[src/rtl/route_player_if.sv]
// route_player_if: bundles the route-player control and feedback signals.
//   master : the side that programs the route and supplies the nav FSM's
//            dout feedback (bench or system controller)
//   slave  : route_player itself
//   wr_en/wr_data          append a location code to the route
//   clear/start/abort      playback control
//   din_out/dout_fb        code to the navigation FSM and its combinational reply
//   busy/done/err          playback status
//   err_idx/cur_idx/count/full  route indices and fill level
interface route_player_if #(
  parameter int DEPTH = 8
);
  localparam int PTR_W = $clog2(DEPTH);

  logic             wr_en;
  logic [2:0]       wr_data;
  logic             clear;
  logic             start;
  logic             abort;
  logic [2:0]       din_out;
  logic [2:0]       dout_fb;
  logic             busy;
  logic             done;
  logic             err;
  logic [PTR_W-1:0] err_idx;
  logic [PTR_W-1:0] cur_idx;
  logic [PTR_W:0]   count;
  logic             full;

  modport master (
    output wr_en, wr_data, clear, start, abort, dout_fb,
    input  din_out, busy, done, err, err_idx, cur_idx, count, full
  );

  modport slave (
    input  wr_en, wr_data, clear, start, abort, dout_fb,
    output din_out, busy, done, err, err_idx, cur_idx, count, full
  );
endinterface

[src/rtl/route_player.sv]
// route_player: stores a route of 3-bit location codes and plays it into the
// navigation FSM, one code per TICK_DIV-cycle step window, checking each step
// against the FSM's dout feedback and halting on the first rejected move.
//   clk   system clock (rising edge)
//   rstn  asynchronous active-low reset
//   bus   route_player_if.slave (route programming, control, status, din/dout)
//
// state  | meaning
// -------+---------------------------------------------------------------
// IDLE   | no playback; route may be written; start accepted if count > 0
// ISSUE  | one cycle: compare dout_fb against the code just driven
// WAIT   | hold the code for the rest of the step window
// DONE   | whole route accepted; done held until start/clear
// ERROR  | a step was rejected; err/err_idx held until start/clear
module route_player #(
  parameter int DEPTH    = 8,
  parameter int TICK_DIV = 4
) (
  input logic           clk,
  input logic           rstn,
  route_player_if.slave bus
);
  localparam int PTR_W = $clog2(DEPTH);
  localparam int TMR_W = (TICK_DIV > 2) ? $clog2(TICK_DIV - 1) : 1;

  typedef enum logic [2:0] {
    S_IDLE,
    S_ISSUE,
    S_WAIT,
    S_DONE,
    S_ERROR
  } state_t;

  state_t           state_q, state_d;
  logic [2:0]       din_q, din_d;
  logic [PTR_W:0]   count_q, count_d;
  logic [PTR_W-1:0] cur_q, cur_d;
  logic [PTR_W-1:0] err_idx_q, err_idx_d;
  logic             done_q, done_d;
  logic             err_q, err_d;
  logic [TMR_W-1:0] tmr_q, tmr_d;
  logic [2:0]       mem_q [DEPTH];

  logic             full;
  logic             busy;
  logic             wr_accept;
  logic             cur_is_last;
  logic [PTR_W-1:0] nxt_idx;

  assign full        = (count_q == (PTR_W+1)'(DEPTH));
  assign busy        = (state_q == S_ISSUE) || (state_q == S_WAIT);
  assign nxt_idx     = cur_q + PTR_W'(1);
  assign cur_is_last = ({1'b0, cur_q} == (count_q - (PTR_W+1)'(1)));

  always_comb begin
    state_d   = state_q;
    din_d     = din_q;
    count_d   = count_q;
    cur_d     = cur_q;
    err_idx_d = err_idx_q;
    done_d    = done_q;
    err_d     = err_q;
    tmr_d     = tmr_q;
    wr_accept = 1'b0;

    if (bus.clear) begin
      // din_out deliberately held: the nav FSM stays parked on the last code
      state_d = S_IDLE;
      count_d = '0;
      cur_d   = '0;
      done_d  = 1'b0;
      err_d   = 1'b0;
    end else if (bus.abort) begin
      // abort outranks start/write even outside playback
      if (busy) state_d = S_IDLE;
    end else begin
      case (state_q)
        S_IDLE, S_DONE, S_ERROR: begin
          if (bus.start && (count_q != '0)) begin
            state_d = S_ISSUE;
            cur_d   = '0;
            din_d   = mem_q[0];
            done_d  = 1'b0;
            err_d   = 1'b0;
          end else if (bus.wr_en && !full) begin
            wr_accept = 1'b1;
            count_d   = count_q + (PTR_W+1)'(1);
          end
        end
        S_ISSUE: begin
          // 000 is also the nav FSM's default output, so it can't be judged
          if ((bus.dout_fb == din_q) || (din_q == 3'b000)) begin
            state_d = S_WAIT;
            tmr_d   = TMR_W'(TICK_DIV - 2);
          end else begin
            state_d   = S_ERROR;
            err_d     = 1'b1;
            err_idx_d = cur_q;
          end
        end
        S_WAIT: begin
          if (tmr_q == '0) begin
            if (cur_is_last) begin
              state_d = S_DONE;
              done_d  = 1'b1;
            end else begin
              state_d = S_ISSUE;
              cur_d   = nxt_idx;
              din_d   = mem_q[nxt_idx];
            end
          end else begin
            tmr_d = tmr_q - TMR_W'(1);
          end
        end
        default: state_d = S_IDLE;
      endcase
    end
  end

  always_ff @(posedge clk or negedge rstn) begin
    if (!rstn) begin
      state_q   <= S_IDLE;
      din_q     <= 3'b000;
      count_q   <= '0;
      cur_q     <= '0;
      err_idx_q <= '0;
      done_q    <= 1'b0;
      err_q     <= 1'b0;
      tmr_q     <= '0;
    end else begin
      state_q   <= state_d;
      din_q     <= din_d;
      count_q   <= count_d;
      cur_q     <= cur_d;
      err_idx_q <= err_idx_d;
      done_q    <= done_d;
      err_q     <= err_d;
      tmr_q     <= tmr_d;
    end
  end

  // Route storage needs no reset; count_q defines which entries are valid.
  always_ff @(posedge clk) begin
    if (wr_accept) mem_q[count_q[PTR_W-1:0]] <= bus.wr_data;
  end

  assign bus.din_out = din_q;
  assign bus.busy    = busy;
  assign bus.done    = done_q;
  assign bus.err     = err_q;
  assign bus.err_idx = err_idx_q;
  assign bus.cur_idx = cur_q;
  assign bus.count   = count_q;
  assign bus.full    = full;
endmodule

[src/flat_wrapper.sv]
// flat-port wrapper written by rule: the top's interface ports become plain ports
module route_player_flat 
#(
  parameter int DEPTH    = 8,
  parameter int TICK_DIV = 4
)
  (clk, rstn, bus_wr_en, bus_wr_data, bus_clear, bus_start, bus_abort, bus_dout_fb, bus_din_out, bus_busy, bus_done, bus_err, bus_err_idx, bus_cur_idx, bus_count, bus_full);
  route_player_if #(.DEPTH(DEPTH)) bus_i ();
  input logic clk;
  input logic rstn;
  input wire logic [$bits(bus_i.wr_en)-1:0] bus_wr_en;
  input wire logic [$bits(bus_i.wr_data)-1:0] bus_wr_data;
  input wire logic [$bits(bus_i.clear)-1:0] bus_clear;
  input wire logic [$bits(bus_i.start)-1:0] bus_start;
  input wire logic [$bits(bus_i.abort)-1:0] bus_abort;
  input wire logic [$bits(bus_i.dout_fb)-1:0] bus_dout_fb;
  output wire logic [$bits(bus_i.din_out)-1:0] bus_din_out;
  output wire logic [$bits(bus_i.busy)-1:0] bus_busy;
  output wire logic [$bits(bus_i.done)-1:0] bus_done;
  output wire logic [$bits(bus_i.err)-1:0] bus_err;
  output wire logic [$bits(bus_i.err_idx)-1:0] bus_err_idx;
  output wire logic [$bits(bus_i.cur_idx)-1:0] bus_cur_idx;
  output wire logic [$bits(bus_i.count)-1:0] bus_count;
  output wire logic [$bits(bus_i.full)-1:0] bus_full;
  assign bus_i.wr_en = bus_wr_en;
  assign bus_i.wr_data = bus_wr_data;
  assign bus_i.clear = bus_clear;
  assign bus_i.start = bus_start;
  assign bus_i.abort = bus_abort;
  assign bus_i.dout_fb = bus_dout_fb;
  assign bus_din_out = bus_i.din_out;
  assign bus_busy = bus_i.busy;
  assign bus_done = bus_i.done;
  assign bus_err = bus_i.err;
  assign bus_err_idx = bus_i.err_idx;
  assign bus_cur_idx = bus_i.cur_idx;
  assign bus_count = bus_i.count;
  assign bus_full = bus_i.full;
  route_player #(.DEPTH(DEPTH), .TICK_DIV(TICK_DIV)) u_core (.clk(clk), .rstn(rstn), .bus(bus_i));
endmodule
[config.mk]
export PLATFORM = sky130hd
export DESIGN_NAME = route_player_flat
export DESIGN_NICKNAME = d
export VERILOG_FILES = /design/src/rtl/route_player_if.sv /design/src/rtl/route_player.sv /design/src/flat_wrapper.sv
export SDC_FILE = /design/constraint.sdc
export NUM_CORES = 1
export LEC_CHECK = 0
export ABC_AREA = 1
export BUFFER_PORTS_ARGS = -buffer_cell sky130_fd_sc_hd__buf_4
export CAP_MARGIN = 30
export CORE_MARGIN = 5
export CORE_UTILIZATION = 47
export DETAILED_ROUTE_END_ITERATION = 8
export HOLD_SLACK_MARGIN = 0.15
export PLACE_DENSITY_LB_ADDON = 0.25
export SLEW_MARGIN = 30
export SYNTH_ARGS = -nofsm -noshare
export SYNTH_HDL_FRONTEND = slang
export SYNTH_SLANG_ARGS = --single-unit
export TNS_END_PERCENT = 100
[constraint.sdc]
create_clock -name clk -period 4.2 [get_ports clk]
set_input_delay 1.05 -clock clk [delete_from_list [all_inputs] [get_ports clk]]
set_output_delay 1.05 -clock clk [all_outputs]
set_load 0.02 [all_outputs]
---- Word-level counts from Yosys, hierarchy flattened ----
Memories as Yosys holds them, arrays and structs flattened.
Cells that the tools add are included.
storage, ports and cells
  word-level logic and storage cells ...... 105
  register bits after elaboration ......... 20
  memories kept ........................... 1
  bits in writable memories ............... 24
cells by class
  bitwise logic cells ..................... 3
  mux-type cells .......................... 43
  reductions and logical operators ........ 24
  add/sub/neg operators ................... 4
  equality and inequality tests ........... 22
memories
  name          depth  bits a word  rd ports  clocked after memory_dff  wr ports  RTL line            source
  u_core.mem_q  8      3            2         0                         1         route_player.sv:42  logic [2:0] mem_q [DEPTH];
operators by type and width
  operator                                                                  number
  3-bit 2-to-1 mux                                                          14
  4-bit 2-to-1 mux                                                          5
  1-bit 2-to-1 mux                                                          15
  5-bit AND reduction                                                       3
  2-bit inequality test (second input constant)                             6
  3-bit one-hot mux with 2 select lines                                     2
  4-bit AND reduction                                                       3
  3-bit by 2-bit inequality test with 1-bit output (second input constant)  3
  3-bit inequality test (second input constant)                             3
  3-bit one-hot mux with 3 select lines                                     1
  2-bit nonzero test                                                        4
  3-bit by 2-bit equality test with 1-bit output (second input constant)    2
  3-bit zero test                                                           2
  2-bit 2-to-1 mux                                                          3
  6-bit AND reduction                                                       1
  3-bit nonzero test                                                        2
  4-bit by 1-bit adder with 4-bit output (second input constant)            1
  3-bit by 4-bit equality test with 1-bit output                            1
  4-bit equality test (second input constant)                               1
  4-bit by 3-bit inequality test with 1-bit output (second input constant)  1
  4-bit inequality test (second input constant)                             1
  1-bit one-hot mux with 2 select lines                                     2
  2-bit one-hot mux with 2 select lines                                     1
  4-bit nonzero test                                                        1
  other kinds (14)                                                          18

---- Longest topological paths before layout ----
Gate-level depths: netlist (run 1).
  depth after elaboration ................. 10
  mapped depth ............................ 11
  gate-level depth less buffers ........... 11

---- Worst setup path before layout (run 1) ----
OpenSTA, ideal clock, no wires.
  path kind ............................... register to output
  start point ............................. register u_core.count_q[0] (netlist: u_core.bus.count[0])
  end point ............................... output bus_full
  arrival ................................. 1205 ps
  cell stages (with the launch flop) ...... 5
  path slack .............................. 1945 ps
  path through ............................ dfrtp_1 inv_1 ha_1 nand3_1 inv_1
between the ends
  word-level cells in the longest chain between the ends .. 1
RTL lines
  item                    RTL line             source
  from (decl)             route_player.sv:36   logic [PTR_W:0] count_q, count_d;
  from (signal assigned)  route_player.sv:133  count_q <= count_d;
  4-bit equality test     route_player.sv:50   assign full = (count_q == (PTR_W+1)'(DEPTH));
  to (decl)               flat_wrapper.sv:24   output wire logic [$bits(bus_i.full)-1:0] bus_full;
Every way passes these cells.

---- Worst setup path in the final report (run 1) ----
Ends and elaborated chain as after synthesis.

==> flow_metrics.tcl, run 1 <==
set metrics [dict create \
    outcome "complete, no violations" \
    slowest_stage "dfrtp_1" \
    max_freq_mhz 380 \
    grt_max_degree 21 \
    clkTransAtPathRegs_ps 90 \
    switching_power_uw 316 \
    setup_tns_ps 0 \
    tightestPinTransition_ps 548 \
    reg2reg_from "u_core.bus.count[0]" \
    yosys_warnings 0 \
    relSlewSlack_pct 63.1 \
    dr.max_layer_used "met4" \
    antenna_left 0 \
    p_per_area_nw_per_um2 387 \
    row_count 25 \
    track_usage_pct 16.0 \
    initial_core_util_pct 49.2 \
    max_cap_violations 0 \
    path_class "register to primary output" \
    stdcell_count 380 \
    ir_drop_v 0.000254 \
    dieHeight_um 81.0 \
    syn-instance-count 282 \
    required_ps 3150 \
    p_clk_share_pct 31.0 \
    synth_fp_nets 298 \
    slew_violations 0 \
    path_cells "inv_1 > ha_1 > nand3_1 > inv_1 > buf_4" \
    cts_tree "yes" \
    synth_compound_area_share_pct 5.22 \
    drtPass1Iterations 4 \
    final_cell_mix "nand2_1, nand3_1, inv_1, buf_4, edfxtp_1" \
    diodes 0 \
    wl_met1_um 2300 \
    rsz0062_at_grt "no" \
    reg2reg_slack_ps 1830 \
    wire_per_inst_um 13.0 \
    dp.cells 372 \
    drc_errors 0 \
    yosysSeqAreaShare_pct 51.5 \
    antenna_found_initial 0 \
    layout.cells.most_common "nand2_1" \
    critPathMaxStageDelay_ps 450 \
    muxShareOfSynthArea_pct 0 \
    vias 1904 \
    core_um2 4820 \
    swShare_pct 29.7 \
    worst_setup_path_start_kind "register" \
    met3_length_um 288 \
    dr.first_iter.drc_count 84 \
    finalSetupViolCount 0 \
    cp_num_buf_inv 3 \
    worst_setup_path_end_kind "primary output" \
    cp-startpoint "u_core.bus.count[0]" \
    postCtsHoldBufs 0 \
    fin_crit_ps 2630 \
    cts_setup_buffers 0 \
    dr_wl_met2_um 2310 \
    crit_end "bus_full" \
    nets 328 \
    syn_area_per_cell_um2 8.41 \
    netlist_area_um2 2370 \
    vias_per_cell 5.01 \
    hold_violations 0 \
    grt_pass1_vias 1760 \
    r2r_end "u_core.mem_q[7][1]" \
    crit_family "flip-flops" \
    drive_gt1_share_pct 17.6 \
    synth_top_family_by_area "simple AND/OR/NAND/NOR gates" \
    total_power_mw 1.07 \
    r2r_cells 8 \
    clkSinkCount 44 \
    gp_congestion 0.807 \
    synthXorXnorAreaFrac_pct 1.48 \
    grt_pass1_wl_um 8000 \
    pin_count 29 \
    gr-total-overflow 0 \
    clk_latency_ps 290 \
    p_leak_nw 1.30 \
    intPower_uw 750 \
    pwr-share-comb_pct 21.1 \
    synth_seq_cells 44 \
    worst-path-stages 5 \
    post_cts_resized 0 \
    hpwl_um 3700 \
    synthAdderAreaFrac_pct 2.11 \
    clock_path_buffers 2 \
    ctsRootBufferMaster "clkbuf_8" \
    yosys.area_share.simple_pct 33.0 \
    path_common_cell "inv_1" \
    worst_ep_arrival_time_ps 1580 \
    dieArea_um2 6570 \
    clock_skew_ps 6.47 \
    area_delta_synth_final_pct 16.0 \
    io_buffers 28 \
    cts_made_buffers 5 \
    path_max_fanout 7 \
    hold_class "register to register" \
    wirelength_um 4940 \
    finalCritPeriodShare_pct 62.6 \
    die_x_um 81.0 \
    htreeDepth 2 \
    power_frac_seq_pct 47.9 \
    ys_types 28 \
]
[cells in the mapped netlist, drive strengths merged]
cell,n,area [µm²]
xnor2,4,35.0
dfrtp,20,500
nand3,37,203
a21oi,4,20.0
ha,4,50.1
nor4,1,6.26
o21ai,17,104
and2,1,6.26
edfxtp,24,721
inv,34,130
clkbuf,2,7.51
or3,1,6.26
buf,3,21.3
nor2,27,143
nand4,5,31.3
nand2,98,388
[worst min-delay path by stage]
stage,startpoint,end,slack (ps),cells past startpoint
floorplan,u_core.tmr_q[1],u_core.tmr_q[1],440,2
global placement,u_core.tmr_q[1],u_core.tmr_q[1],460,2
detailed placement,u_core.tmr_q[1],u_core.tmr_q[1],470,2
CTS,u_core.tmr_q[1],u_core.tmr_q[1],490,2
global route,u_core.bus.done,u_core.bus.done,540,2
finish,u_core.bus.err_idx[1],u_core.bus.err_idx[1],490,2
[cells by family (layout without fill, tap and decap cells)]
| group | after synthesis | count (layout) |
|---|---|---|
| AND/OR/NAND/NOR | 170 | 170 |
| buffers and inverters | 39 | 70 |
| AO/OA/AOI/OAI | 21 | 21 |
| XOR/XNOR | 4 | 4 |
| adder cells (fa/ha/maj) | 4 | 4 |
| flip-flops | 44 | 44 |
[power groups by stage]
stage	sequential, mW	clock (mW)	combinational [mW]
floorplan	0.537	0	0.132
global placement	0.521	0	0.223
detailed placement	0.521	0	0.226
CTS	0.511	0.334	0.226
global route	0.518	0.354	0.252
finish	0.511	0.330	0.225
[tightest hold or removal path, cell delays in order, from the launching register on]
cell and delay [ps]:
dfrtp_1 350, nand2_1 50, o21ai_0 60
[flip-flops by register name (all words and copies together), names as in the netlist]
| signal | count |
|---|---|
| u_core.bus.count | 4 |
| u_core.mem_q | 24 |
| u_core.bus.err_idx | 3 |
| u_core.bus.din_out | 3 |
| u_core.bus.err | 1 |
| u_core.tmr_q | 2 |
| u_core.bus.done | 1 |
| u_core.bus.cur_idx | 3 |
| u_core.state_q | 3 |
[area by class of cell]
| cell class | count | area (µm²) |
|---|---|---|
| Clock buffer | 5 | 68.8 |
| Clock inverter | 3 | 46.3 |
| Fill cell | 452 | 2060 |
| Inverter | 34 | 130 |
| Multi-Input combinational cell | 199 | 992 |
| Sequential cell | 44 | 1220 |
| Tap cell | 67 | 83.8 |
| Timing Repair Buffer | 28 | 210 |
[layer usage]
layer,GRT usage (%),vias up
met5,0,-
met4,4.56,0
met3,3.55,2
met2,27.1,58
met1,20.4,868
li1,-,976
[per-stage QoR]
| stage | instance area, µm² | hold slack [ps] | worst slack [ps] | util, % |
|---|---|---|---|---|
| CTS | 2750 | 494 | 1570 | 57.1 |
| floorplan | 2370 | 442 | 1940 | - |
| global placement | 2640 | 464 | 1740 | 54.8 |
| global route | 2750 | 539 | 1510 | 57.1 |
| finish | 2750 | 493 | 1570 | 57.1 |
| detailed placement | 2640 | 472 | 1710 | 54.8 |
(Power assumes the default switching activity.)
==> inputs of run 2 (changes only) <==
==> constraint.sdc (replaced) <==
create_clock -name clk -period 2.5 [get_ports clk]
set_input_delay 0.625 -clock clk [delete_from_list [all_inputs] [get_ports clk]]
set_output_delay 0.625 -clock clk [all_outputs]
set_load 0.02 [all_outputs]
==> run 2 against run 1 <==
Against the previous run: global-route usage is 1.2 points higher; total power is 69% higher; sequential cell count stayed put; clock skew is 1.7 ps lower; die area stayed put; cell area is 0.59% higher; routed wire length is 2.4% higher; critical endpoint is now u_core.mem_q[7][2].
==> flow_metrics.tcl, run 2 (synthesis results as in run 1) <==
set metrics [dict create \
    outcome "complete, no violations" \
    setup_ws_ps 341 \
    io_buffers 28 \
    die_x_um 81.0 \
    diodes 0 \
    pin_count 29 \
    row_count 25 \
    hold_violations 0 \
    slowest_stage "dfrtp_1" \
    design_area_um2 2770 \
    vias 1901 \
    clkTransAtPathRegs_ps 90 \
    dieArea_um2 6570 \
    pre_cts_ws_ps 354 \
    clock_path_buffers 2 \
    dieHeight_um 81.0 \
    grt_max_degree 21 \
    hold_slack_ps 192 \
    clk_latency_ps 300 \
    area_delta_synth_final_pct 16.7 \
    rsz0062_at_grt "no" \
    antenna_found_initial 0 \
    dp.cells 374 \
    hold_class "input pin to async pin" \
    htreeDepth 2 \
    antenna_left 0 \
    grt_pass1_wl_um 8670 \
    grt_pass1_vias 1863 \
    wire_per_inst_um 13.2 \
    worst_setup_path_start_kind "register" \
    postCtsHoldBufs 0 \
    fin_util_pct 57.5 \
    critPathMaxStageDelay_ps 450 \
    worst_ep_arrival_time_ps 2100 \
    total_power_mw 1.81 \
    track_usage_pct 17.1 \
    initial_core_util_pct 49.2 \
    finalCritPeriodShare_pct 86.4 \
    slew_violations 0 \
    drive_gt1_share_pct 18.1 \
    tightestPinTransition_ps 565 \
    clock_skew_ps 4.75 \
    max_freq_mhz 463 \
    drc_errors 0 \
    wirelength_um 5050 \
    nets 330 \
    hpwl_um 3760 \
    post_cts_resized 0 \
    stdcell_count 382 \
    dr.first_iter.drc_count 120 \
    largest_reg_flops 24 \
    finalSetupViolCount 0 \
    required_ps 2440 \
    path_max_fanout 6 \
    fin_crit_ps 2160 \
    core_um2 4820 \
    final_cell_mix "nand2_1, nand3_1, inv_1, buf_4, edfxtp_1" \
    ir_drop_v 0.000433 \
    gr-total-overflow 0 \
    cts_setup_buffers 0 \
    setup_tns_ps 0 \
    cts_made_buffers 5 \
    cts_tree "yes" \
    path_class "register to register" \
    worst_setup_path_end_kind "register" \
    gp_congestion 0.841 \
    place_area_um2 2650 \
    ctsRootBufferMaster "clkbuf_8" \
    relSlewSlack_pct 62.0 \
    clkSinkCount 44 \
    p_per_area_nw_per_um2 652 \
    vias_per_cell 4.98 \
    max_cap_violations 0 \
    layout.cells.most_common "nand2_1" \
    p_leak_nw 1.32 \
    drtPass1Iterations 4 \
    path_cells "inv_1 > ha_1 > nand2_1 > o21ai_2 > nand2_4 > nor2_4 > inv_2 > nor4_1" \
]
==> run 2: changes by cell type in the layout (fill, tap and decap cells not counted), sizes merged <==
| cell | previous run | this run |
|---|---|---|
| buf | 28 | 30 |
| clkinv | 0 | 2 |
| inv | 35 | 34 |
| clkinvlp | 1 | 0 |
==> run 2: area by class of cell <==
cell class              count  area, µm²
inverters                  34        130
well taps                  67       83.8
flip-flops and latches     44       1220
clock inverters             3       47.5
clock buffers               5       68.8
repair buffers             30        225
fillers                   430       2050
multi-input cells         199        992
==> run 2: worst paths after layout <==
| check | from | endpoint | slack [ps] | cells after the start |
|---|---|---|---|---|
| max | u_core.bus.count[0] | u_core.mem_q[7][2] | 340 | 8 |
| min | rstn | u_core.bus.done | 190 | 1 |
| max reg2reg | u_core.bus.count[0] | u_core.mem_q[7][2] | 340 | 8 |
| min reg2reg | u_core.tmr_q[1] | u_core.tmr_q[1] | 480 | 2 |
| max in group asynchronous | rstn | u_core.bus.count[0] | 2090 | 1 |
| min in group clk | u_core.tmr_q[1] | u_core.tmr_q[1] | 480 | 2 |
==> run 2: routing by layer <==
| layer | up-vias | global-route usage (%) | share of wire (%) |
|---|---|---|---|
| met4 | 0 | 4.73 | 1.5 |
| met2 | 35 | 27.4 | 47 |
| met1 | 885 | 23.3 | 47 |
| li1 | 973 | - | - |
| met5 | - | 0 | 0 |
| met3 | 8 | 3.88 | 4.1 |
==> run 2: power by group <==
part	switching, mW	internal (mW)
clock network	0.263	0.301
registers	0.0481	0.811
logic	0.232	0.150
==> run 2: critical path, delay by kind of cell (launching register included) <==
family	cells	cell delay, ps
buffers and inverters	2	200
AND/OR/NAND/NOR	4	750
flip-flops	1	450
AO/OA/AOI/OAI	1	190
adder cells (fa/ha/maj)	1	220
